==> src/rtl/vga_sync_gen.sv <==
// vga_sync_gen: free-running VGA raster timing generator. It produces the
// scan coordinates and the blank/sync/frame decodes, all registered and aligned.
module vga_sync_gen #(
    parameter int unsigned H_VISIBLE = 640,
    parameter int unsigned H_FRONT   = 16,
    parameter int unsigned H_SYNC    = 96,
    parameter int unsigned H_BACK    = 48,
    parameter int unsigned V_VISIBLE = 480,
    parameter int unsigned V_FRONT   = 10,
    parameter int unsigned V_SYNC    = 2,
    parameter int unsigned V_BACK    = 33
) (
    input  logic       vga_clk,
    input  logic       reset,
    output logic [9:0] DrawX,
    output logic [9:0] DrawY,
    output logic       hs,
    output logic       vs,
    output logic       blank,
    output logic       sync,
    output logic       frame_start,
    output logic [7:0] frame_count
);

    localparam int unsigned H_TOTAL = H_VISIBLE + H_FRONT + H_SYNC + H_BACK;
    localparam int unsigned V_TOTAL = V_VISIBLE + V_FRONT + V_SYNC + V_BACK;

    localparam logic [9:0] H_LAST   = 10'(H_TOTAL - 1);
    localparam logic [9:0] V_LAST   = 10'(V_TOTAL - 1);
    localparam logic [9:0] H_VIS    = 10'(H_VISIBLE);
    localparam logic [9:0] V_VIS    = 10'(V_VISIBLE);
    localparam logic [9:0] HS_START = 10'(H_VISIBLE + H_FRONT);
    localparam logic [9:0] HS_END   = 10'(H_VISIBLE + H_FRONT + H_SYNC);
    localparam logic [9:0] VS_START = 10'(V_VISIBLE + V_FRONT);
    localparam logic [9:0] VS_END   = 10'(V_VISIBLE + V_FRONT + V_SYNC);

    logic [9:0] hc_q, hc_d;
    logic [9:0] vc_q, vc_d;
    logic       hs_q, hs_d;
    logic       vs_q, vs_d;
    logic       blank_q, blank_d;
    logic       frame_start_q, frame_start_d;
    logic [7:0] frame_count_q, frame_count_d;
    logic       line_end;
    logic       frame_wrap;

    // Next raster position: hc wraps each line, vc wraps each frame
    always_comb begin
        line_end   = (hc_q == H_LAST);
        frame_wrap = line_end && (vc_q == V_LAST);
        hc_d       = hc_q + 10'd1;
        vc_d       = vc_q;
        if (line_end) begin
            hc_d = '0;
            vc_d = (vc_q == V_LAST) ? '0 : vc_q + 10'd1;
        end
    end

    // Decode from the next position so outputs line up with the coordinates
    always_comb begin
        hs_d          = !((hc_d >= HS_START) && (hc_d < HS_END));
        vs_d          = !((vc_d >= VS_START) && (vc_d < VS_END));
        blank_d       = (hc_d < H_VIS) && (vc_d < V_VIS);
        frame_start_d = frame_wrap;
        frame_count_d = frame_wrap ? frame_count_q + 8'd1 : frame_count_q;
    end

    // State registers; reset parks the raster at (0,0) without a frame wrap
    always_ff @(posedge vga_clk or posedge reset) begin
        if (reset) begin
            hc_q          <= '0;
            vc_q          <= '0;
            hs_q          <= 1'b1;
            vs_q          <= 1'b1;
            blank_q       <= 1'b1;
            frame_start_q <= 1'b0;
            frame_count_q <= '0;
        end else begin
            hc_q          <= hc_d;
            vc_q          <= vc_d;
            hs_q          <= hs_d;
            vs_q          <= vs_d;
            blank_q       <= blank_d;
            frame_start_q <= frame_start_d;
            frame_count_q <= frame_count_d;
        end
    end

    assign DrawX       = hc_q;
    assign DrawY       = vc_q;
    assign hs          = hs_q;
    assign vs          = vs_q;
    assign blank       = blank_q;
    assign sync        = 1'b0;
    assign frame_start = frame_start_q;
    assign frame_count = frame_count_q;

endmodule

==> config.mk <==
export PLATFORM = sky130hd
export DESIGN_NAME = vga_sync_gen
export DESIGN_NICKNAME = d
export VERILOG_FILES = /design/src/rtl/vga_sync_gen.sv
export SDC_FILE = /design/constraint.sdc
export NUM_CORES = 1
export LEC_CHECK = 0
export CORE_ASPECT_RATIO = 1.1
export CORE_MARGIN = 2
export CORE_UTILIZATION = 55
export CTS_CLUSTER_DIAMETER = 60
export DETAILED_ROUTE_END_ITERATION = 8
export MAX_ROUTING_LAYER = met4
export PLACE_DENSITY = 0.88
export SLEW_MARGIN = 5
export SYNTH_ARGS = -nofsm -noshare
export SYNTH_HDL_FRONTEND = slang
export SYNTH_SLANG_ARGS = --single-unit
export TNS_END_PERCENT = 1
==> constraint.sdc <==
create_clock -name vga_clk -period 3.1 [get_ports vga_clk]
set_input_delay 0.62 -clock vga_clk [delete_from_list [all_inputs] [get_ports vga_clk]]
set_output_delay 0.62 -clock vga_clk [all_outputs]
set_load 0.02 [all_outputs]
## Word-level counts from Yosys, hierarchy flattened

Cells that the tools add are included.

| cells by class | value |
|---|---|
| $add $sub $neg | 3 |
| magnitude comparators | 6 |
| eq/ne operators | 2 |
| mux-type cells | 3 |
| reductions and logical operators | 6 |

Operator list:

| cell | count |
|---|---|
| $mux 10 | 3 |
| $add 10x1->10 const B | 2 |
| $eq 10x10->1 const B | 2 |
| $lt 10x10->1 const B | 2 |
| $lt 10x9->1 const B | 2 |
| $ge 10x10->1 const B | 1 |
| $ge 10x9->1 const B | 1 |
| $add 8x1->8 const B | 1 |
| $logic_and 1x1->1 | 4 |
| $logic_not 1->1 | 2 |

| storage, ports and cells | value |
|---|---|
| bits in registers | 32 |
| input bits | 2 |
| output and inout port bits | 33 |

## Logic depth before layout (Yosys ltp)

| depth | value |
|---|---|
| word-level depth | 6 |
| depth in mapped cells | 9 |
| mapped depth without buffers | 7 |

## Least setup slack after synthesis

OpenSTA, ideal clock, no wires.

| timing | value |
|---|---|
| path kind | register to register |
| start | reg hc_q[0], in the netlist DrawX[0] |
| end | reg vs_q, in the netlist vs |
| library setup time | 92 ps |
| arrival | 2,011 ps |
| data required time | 3,008 ps |
| slack | 997 ps |
| cell stages (with the launch flop) | 8 |
| period minus slack after synthesis | 2,103 ps |
| cells stage by stage | dfrtp_1 > ha_1 > and4_1 > buf_6 > nand3_4 > or4_4 > a22oi_2 > nand4b_1 |

| on the way | value |
|---|---|
| cells in the longest elaborated chain, start to end | 5 |

RTL lines:

| what | line | RTL |
|---|---|---|
| start, declared | 37 | `logic [9:0] hc_q, hc_d;` |
| start signal, assigned | 71 | `hc_q <= '0;` |
| start signal, assigned | 79 | `hc_q <= hc_d;` |
| $eq 10x10->1 * | 49 | `line_end = (hc_q == H_LAST);` |
| $mux 10 * | 53 | `if (line_end) begin` |
| $ge 10x9->1 / $lt 10x9->1 (equally long branches) | 62 | `vs_d = !((vc_d >= VS_START) && (vc_d < VS_END));` |
| $logic_and 1x1->1 * | 62 |  |
| $logic_not 1->1 * | 62 |  |
| net vs_d | 40 | `logic vs_q, vs_d;` |
| end signal, assigned | 82 | `vs_q <= vs_d;` |
| end, declared | 40 |  |

The timed path passes the listed nets; every way through them passes the cells marked *.
A chain may end at the register's enable or synchronous reset.

## Final worst setup path

| timing | value |
|---|---|
| start | reg hc_q[6], in the netlist DrawX[6] |
| end | out DrawX[6] |

RTL lines:

| what | line | RTL |
|---|---|---|
| end, declared | 15 | `output logic [9:0] DrawX,` |

No word-level cell between the ends.

==> metrics.md <==
| Metric | Value |
|---|---|
| Worst setup skew after layout | `0.00772 ns` |
| Post-synth design cell area | `1800 sq um` |
| TritonCTS clock tree | `done` |
| Number of nets in the layout | `210` |
| Post-synth top flop | `sky130_fd_sc_hd__dfrtp_1` |
| PD cells | `344 nW/um^2` |
| WP data arrival | `1.70 ns` |
| Total count of max-transition violations in the final report | `0` |
| Length of the first detailed-routing pass in iterations | `4` |
| Number of buffers added for setup after CTS | `0` |
| Sum of negative setup slack | `0 ns` |
| Via/cell ratio | `6.23` |
| Clock transition at the registers of the reported paths | `0.11 ns` |
| Outcome | `complete, no violations` |
| Cell class contributing the biggest share of worst-path delay | `buffers and inverters` |
| Slew of the pin with the lowest slew margin | `0.619 ns` |
| Antenna violations before repair | `0` |
| Quantity of hold-fixing buffers added after cts | `0` |
| Synth top area cells | `sky130_fd_sc_hd__dfrtp_1 40%, sky130_fd_sc_hd__xnor2_1 4.9%, sky130_fd_sc_hd__dfstp_2 4.4%` |
| Net Count, Synth | `179` |
| Half-perimeter wire length of the detailed placement result | `3.01 mm` |
| Number of hold violations in the final report | `0` |
| Horizontal die dimension | `58.5 um` |
| Clk buf depth | `2` |
| Critical register-to-register path endpoint | `vs$_DFF_PP1_` |
| Total setup violations reported at the end of the flow | `0` |
| Final Total Pwr | `752 uW` |
| Vias in the first global route | `1513` |
| Final worst path period need | `2.32 ns` |
| Area of the die | `3740 sq um` |
| WP buf/inv | `1` |
| Mean instance size in the synthesized netlist | `10.4 sq um` |
| Placer congestion estimate | `0.901` |
| Number of clock sinks seen by CTS | `32` |
| Count of vias placed by the detailed router | `1483` |
| Biggest fanout along the worst timing path | `9` |
| Post-Layout Cell Count | `238` |
| EDFF count, synth | `0` |
| Data required, critical path | `2.48 ns` |
| FF-to-FF setup slack | `0.84 ns` |
| Fraction of final layout cells sized beyond drive strength 1 | `0.137` |
| Dominant combinational cell family by area after synthesis | `simple AND/OR/NAND/NOR gates` |
| Violation count after the first detailed-route iteration | `57` |
| Die Span Y | `63.9 um` |
| Area of the placeable core | `3070 sq um` |
| Biggest cell delay along the critical path | `0.69 ns` |
| Largest vdd supply drop | `0.000348 V` |
| Tightest slew margin relative to the limit | `0.587` |
| Post-DR wirelength/cell | `17.3 um` |
| Fraction of synthesized cell area in xor and xnor cells | `0.0780` |
| Area of combinational cells with multiple inputs | `906 sq um` |
| Type of the setup path with the least slack | `register to output port` |
| Depth of the worst hold-timing path | `1` |
| Total I/O pin count | `35` |
| Post-synthesis mux area share | `0.0181` |
| Standard-cell row count | `21` |
| Largest net degree at the start of global routing | `18` |
| Worst reg-to-reg path cell count | `6` |
| Launch point of the worst hold path | `frame_count[7]$_DFFE_PP0P_` |
| Storage cell area | `805 sq um` |
| Detailed-route wire length | `4.11 mm` |
| Register area share after synthesis | `0.448` |
| Area fraction in compound gates after synthesis | `0.109` |
| Clk Latency, worst-skew pair | `0.36 ns` |
| Startpoint of the worst register-to-register path | `DrawX[0]$_DFF_PP0_` |
| Terminating pin of the worst hold path | `frame_count[7]$_DFFE_PP0P_` |
| Cell taking the most area after synthesis | `sky130_fd_sc_hd__dfrtp_1` |
| Post-Synth Adder-Cell Area | `0.0348` |
| Root buffer cell | `sky130_fd_sc_hd__clkbuf_4` |
| Share of the clock period used by the worst path | `0.748` |
| Residual antenna-violating net count after detailed routing | `0` |
| Filler Cell Count | `246` |
| Area fraction in and, or, nand and nor cells after synthesis | `0.262` |
| Post-cts sizing count | `0` |
| Total CTS buffers | `5` |
| Count of buffers inserted at the top-level ports | `33` |
| Post-synth cell types | `51` |
| Crit path max-delay cell type | `sky130_fd_sc_hd__clkdlybuf4s50_1` |
| Congestion Overflow GR | `0` |
| Fraction of post-synthesis cell area in the top cell type by area | `0.404` |
| RSZ-0062 raised after global routing | `false` |
| Synthesized instance count | `172` |
| Number of diodes | `0` |
| Synth Warn # | `0` |
| Wire length of the first global-routing pass | `6.82 mm` |
| DR DRC count | `0` |
| Total track usage | `0.253` |
| Post-synthesis sequential element count | `32` |
| Post-synthesis async set-or-reset flop share | `1.00` |
| Area growth from synthesis to layout | `21.7%` |
| Number of maximum-capacitance constraint violations | `0` |
| Instance count after placement with tap cells included | `230` |
| List of cells traversed by the critical path | `clkdlybuf4s50_1` |
| Starting density of the core | `0.584` |
| Type of the worst min-delay path | `register to register` |
| Type of destination of the critical path | `output port` |
| Highest achievable clock rate | `0.431 GHz` |
| Htree depth | `2` |
| Leakage power | `0.935 nW` |
| CP Launch Type | `register` |
## cell families (layout without fill, tap and decap cells)
| family | Yosys count | count (layout) |
|---|---|---|
| simple gates | 74 | 74 |
| xor+xnor | 16 | 16 |
| buf+inv | 14 | 46 |
| fa+ha+maj | 5 | 5 |
| other cells | 1 | 1 |
| compound gates | 27 | 27 |
| mux | 3 | 3 |
| flops | 32 | 32 |
## worst reg2reg max path, stage by stage (launching register included)
cell and delay, ns:
sky130_fd_sc_hd__dfrtp_1 0.46, sky130_fd_sc_hd__ha_1 0.24, sky130_fd_sc_hd__and4_1 0.40, sky130_fd_sc_hd__nand3_4 0.21, sky130_fd_sc_hd__or4_4 0.56, sky130_fd_sc_hd__a22oi_2 0.19, sky130_fd_sc_hd__nand4b_1 0.12
## power breakdown
group	switching [mW]	internal [mW]	total, mW
Combinational	0.00917	0.00199	0.0112
Sequential	0	0.417	0.417
Clock	0.155	0.168	0.323
Total	0.165	0.587	0.752
## placed cells by master, fill, tap and decap left out, drive strengths merged, types with 3 or more instances in the layout
master,n
o21ai,8
clkbuf,5
xor2,6
and3,7
inv,4
or4,4
ha,5
dfstp,3
nor3,3
xnor2,10
nor2,11
clkdlybuf4s50,33
nand4,10
nand3,14
dfrtp,29
nand2,12
## per-layer routing
metal / wire length, um / up-vias / GRT usage / share of wire
li1: - / 693 / - / -
met1: 1610 / 706 / 0.279 / 0.39
met2: 2090 / 60 / 0.410 / 0.51
met3: 225 / 24 / 0.0587 / 0.055
met4: 184 / 0 / 0.148 / 0.045
met5: 0 / - / - / 0
## flip-flops by register name, summed over array words and instances, names as in the netlist
signal / flops
DrawX: 10
vs: 1
DrawY: 10
frame_start: 1
blank: 1
frame_count: 8
hs: 1
## worst max-delay path by stage
stage,startpoint,slack [ns],to,depth (start not counted)
after floorplan,DrawX[0]$_DFF_PP0_,1.0,vs$_DFF_PP1_,7
after global placement,DrawX[0]$_DFF_PP0_,0.96,vs$_DFF_PP1_,6
after CTS,DrawX[6]$_DFF_PP0_,0.78,DrawX[6],1
after global routing,DrawX[0]$_DFF_PP0_,0.70,vs$_DFF_PP1_,6
final,DrawX[6]$_DFF_PP0_,0.78,DrawX[6],1
after detailed placement,DrawX[0]$_DFF_PP0_,0.87,vs$_DFF_PP1_,6
## Yosys cell counts (2+ instances only)
master / n
sky130_fd_sc_hd__o21ai_0: 8
sky130_fd_sc_hd__nor3_1: 3
sky130_fd_sc_hd__or4_4: 2
sky130_fd_sc_hd__buf_2: 3
sky130_fd_sc_hd__a21oi_1: 2
sky130_fd_sc_hd__a31o_2: 2
sky130_fd_sc_hd__ha_1: 5
sky130_fd_sc_hd__nand4_1: 10
sky130_fd_sc_hd__nand4b_1: 2
sky130_fd_sc_hd__o31ai_1: 2
sky130_fd_sc_hd__dfrtp_1: 29
sky130_fd_sc_hd__nor2_1: 9
sky130_fd_sc_hd__buf_6: 2
sky130_fd_sc_hd__a22o_1: 2
sky130_fd_sc_hd__o211ai_1: 2
sky130_fd_sc_hd__nand2_1: 12
sky130_fd_sc_hd__mux2_2: 2
sky130_fd_sc_hd__nand3_1: 13
sky130_fd_sc_hd__buf_4: 4
sky130_fd_sc_hd__nor2_8: 2
sky130_fd_sc_hd__dfstp_2: 3
sky130_fd_sc_hd__and3_1: 6
sky130_fd_sc_hd__xnor2_1: 10
sky130_fd_sc_hd__xor2_1: 6
sky130_fd_sc_hd__or4_1: 2
sky130_fd_sc_hd__inv_1: 4
## area by class of cell
class,instances,area share
Timing Repair Buffer,34,0.155
Multi-Input combinational cell,126,0.414
Clock inverter,3,0.0195
Inverter,4,0.00687
Sequential cell,32,0.368
Tap cell,34,0.0195
Clock buffer,5,0.0172
## stage by stage
stage / setup slack [ns] / cell area [sq um] / hold slack [ns] / util
finish: 0.782 / 2190 / 0.483 / 0.711
global route: 0.698 / 2190 / 0.536 / 0.711
CTS: 0.785 / 2190 / 0.498 / 0.711
detailed placement: 0.869 / 2110 / 0.482 / 0.685
global placement: 0.964 / 2110 / 0.462 / 0.685
floorplan: 0.997 / 1800 / 0.582 / -
Note: power is estimated with default switching activity, not from simulation.
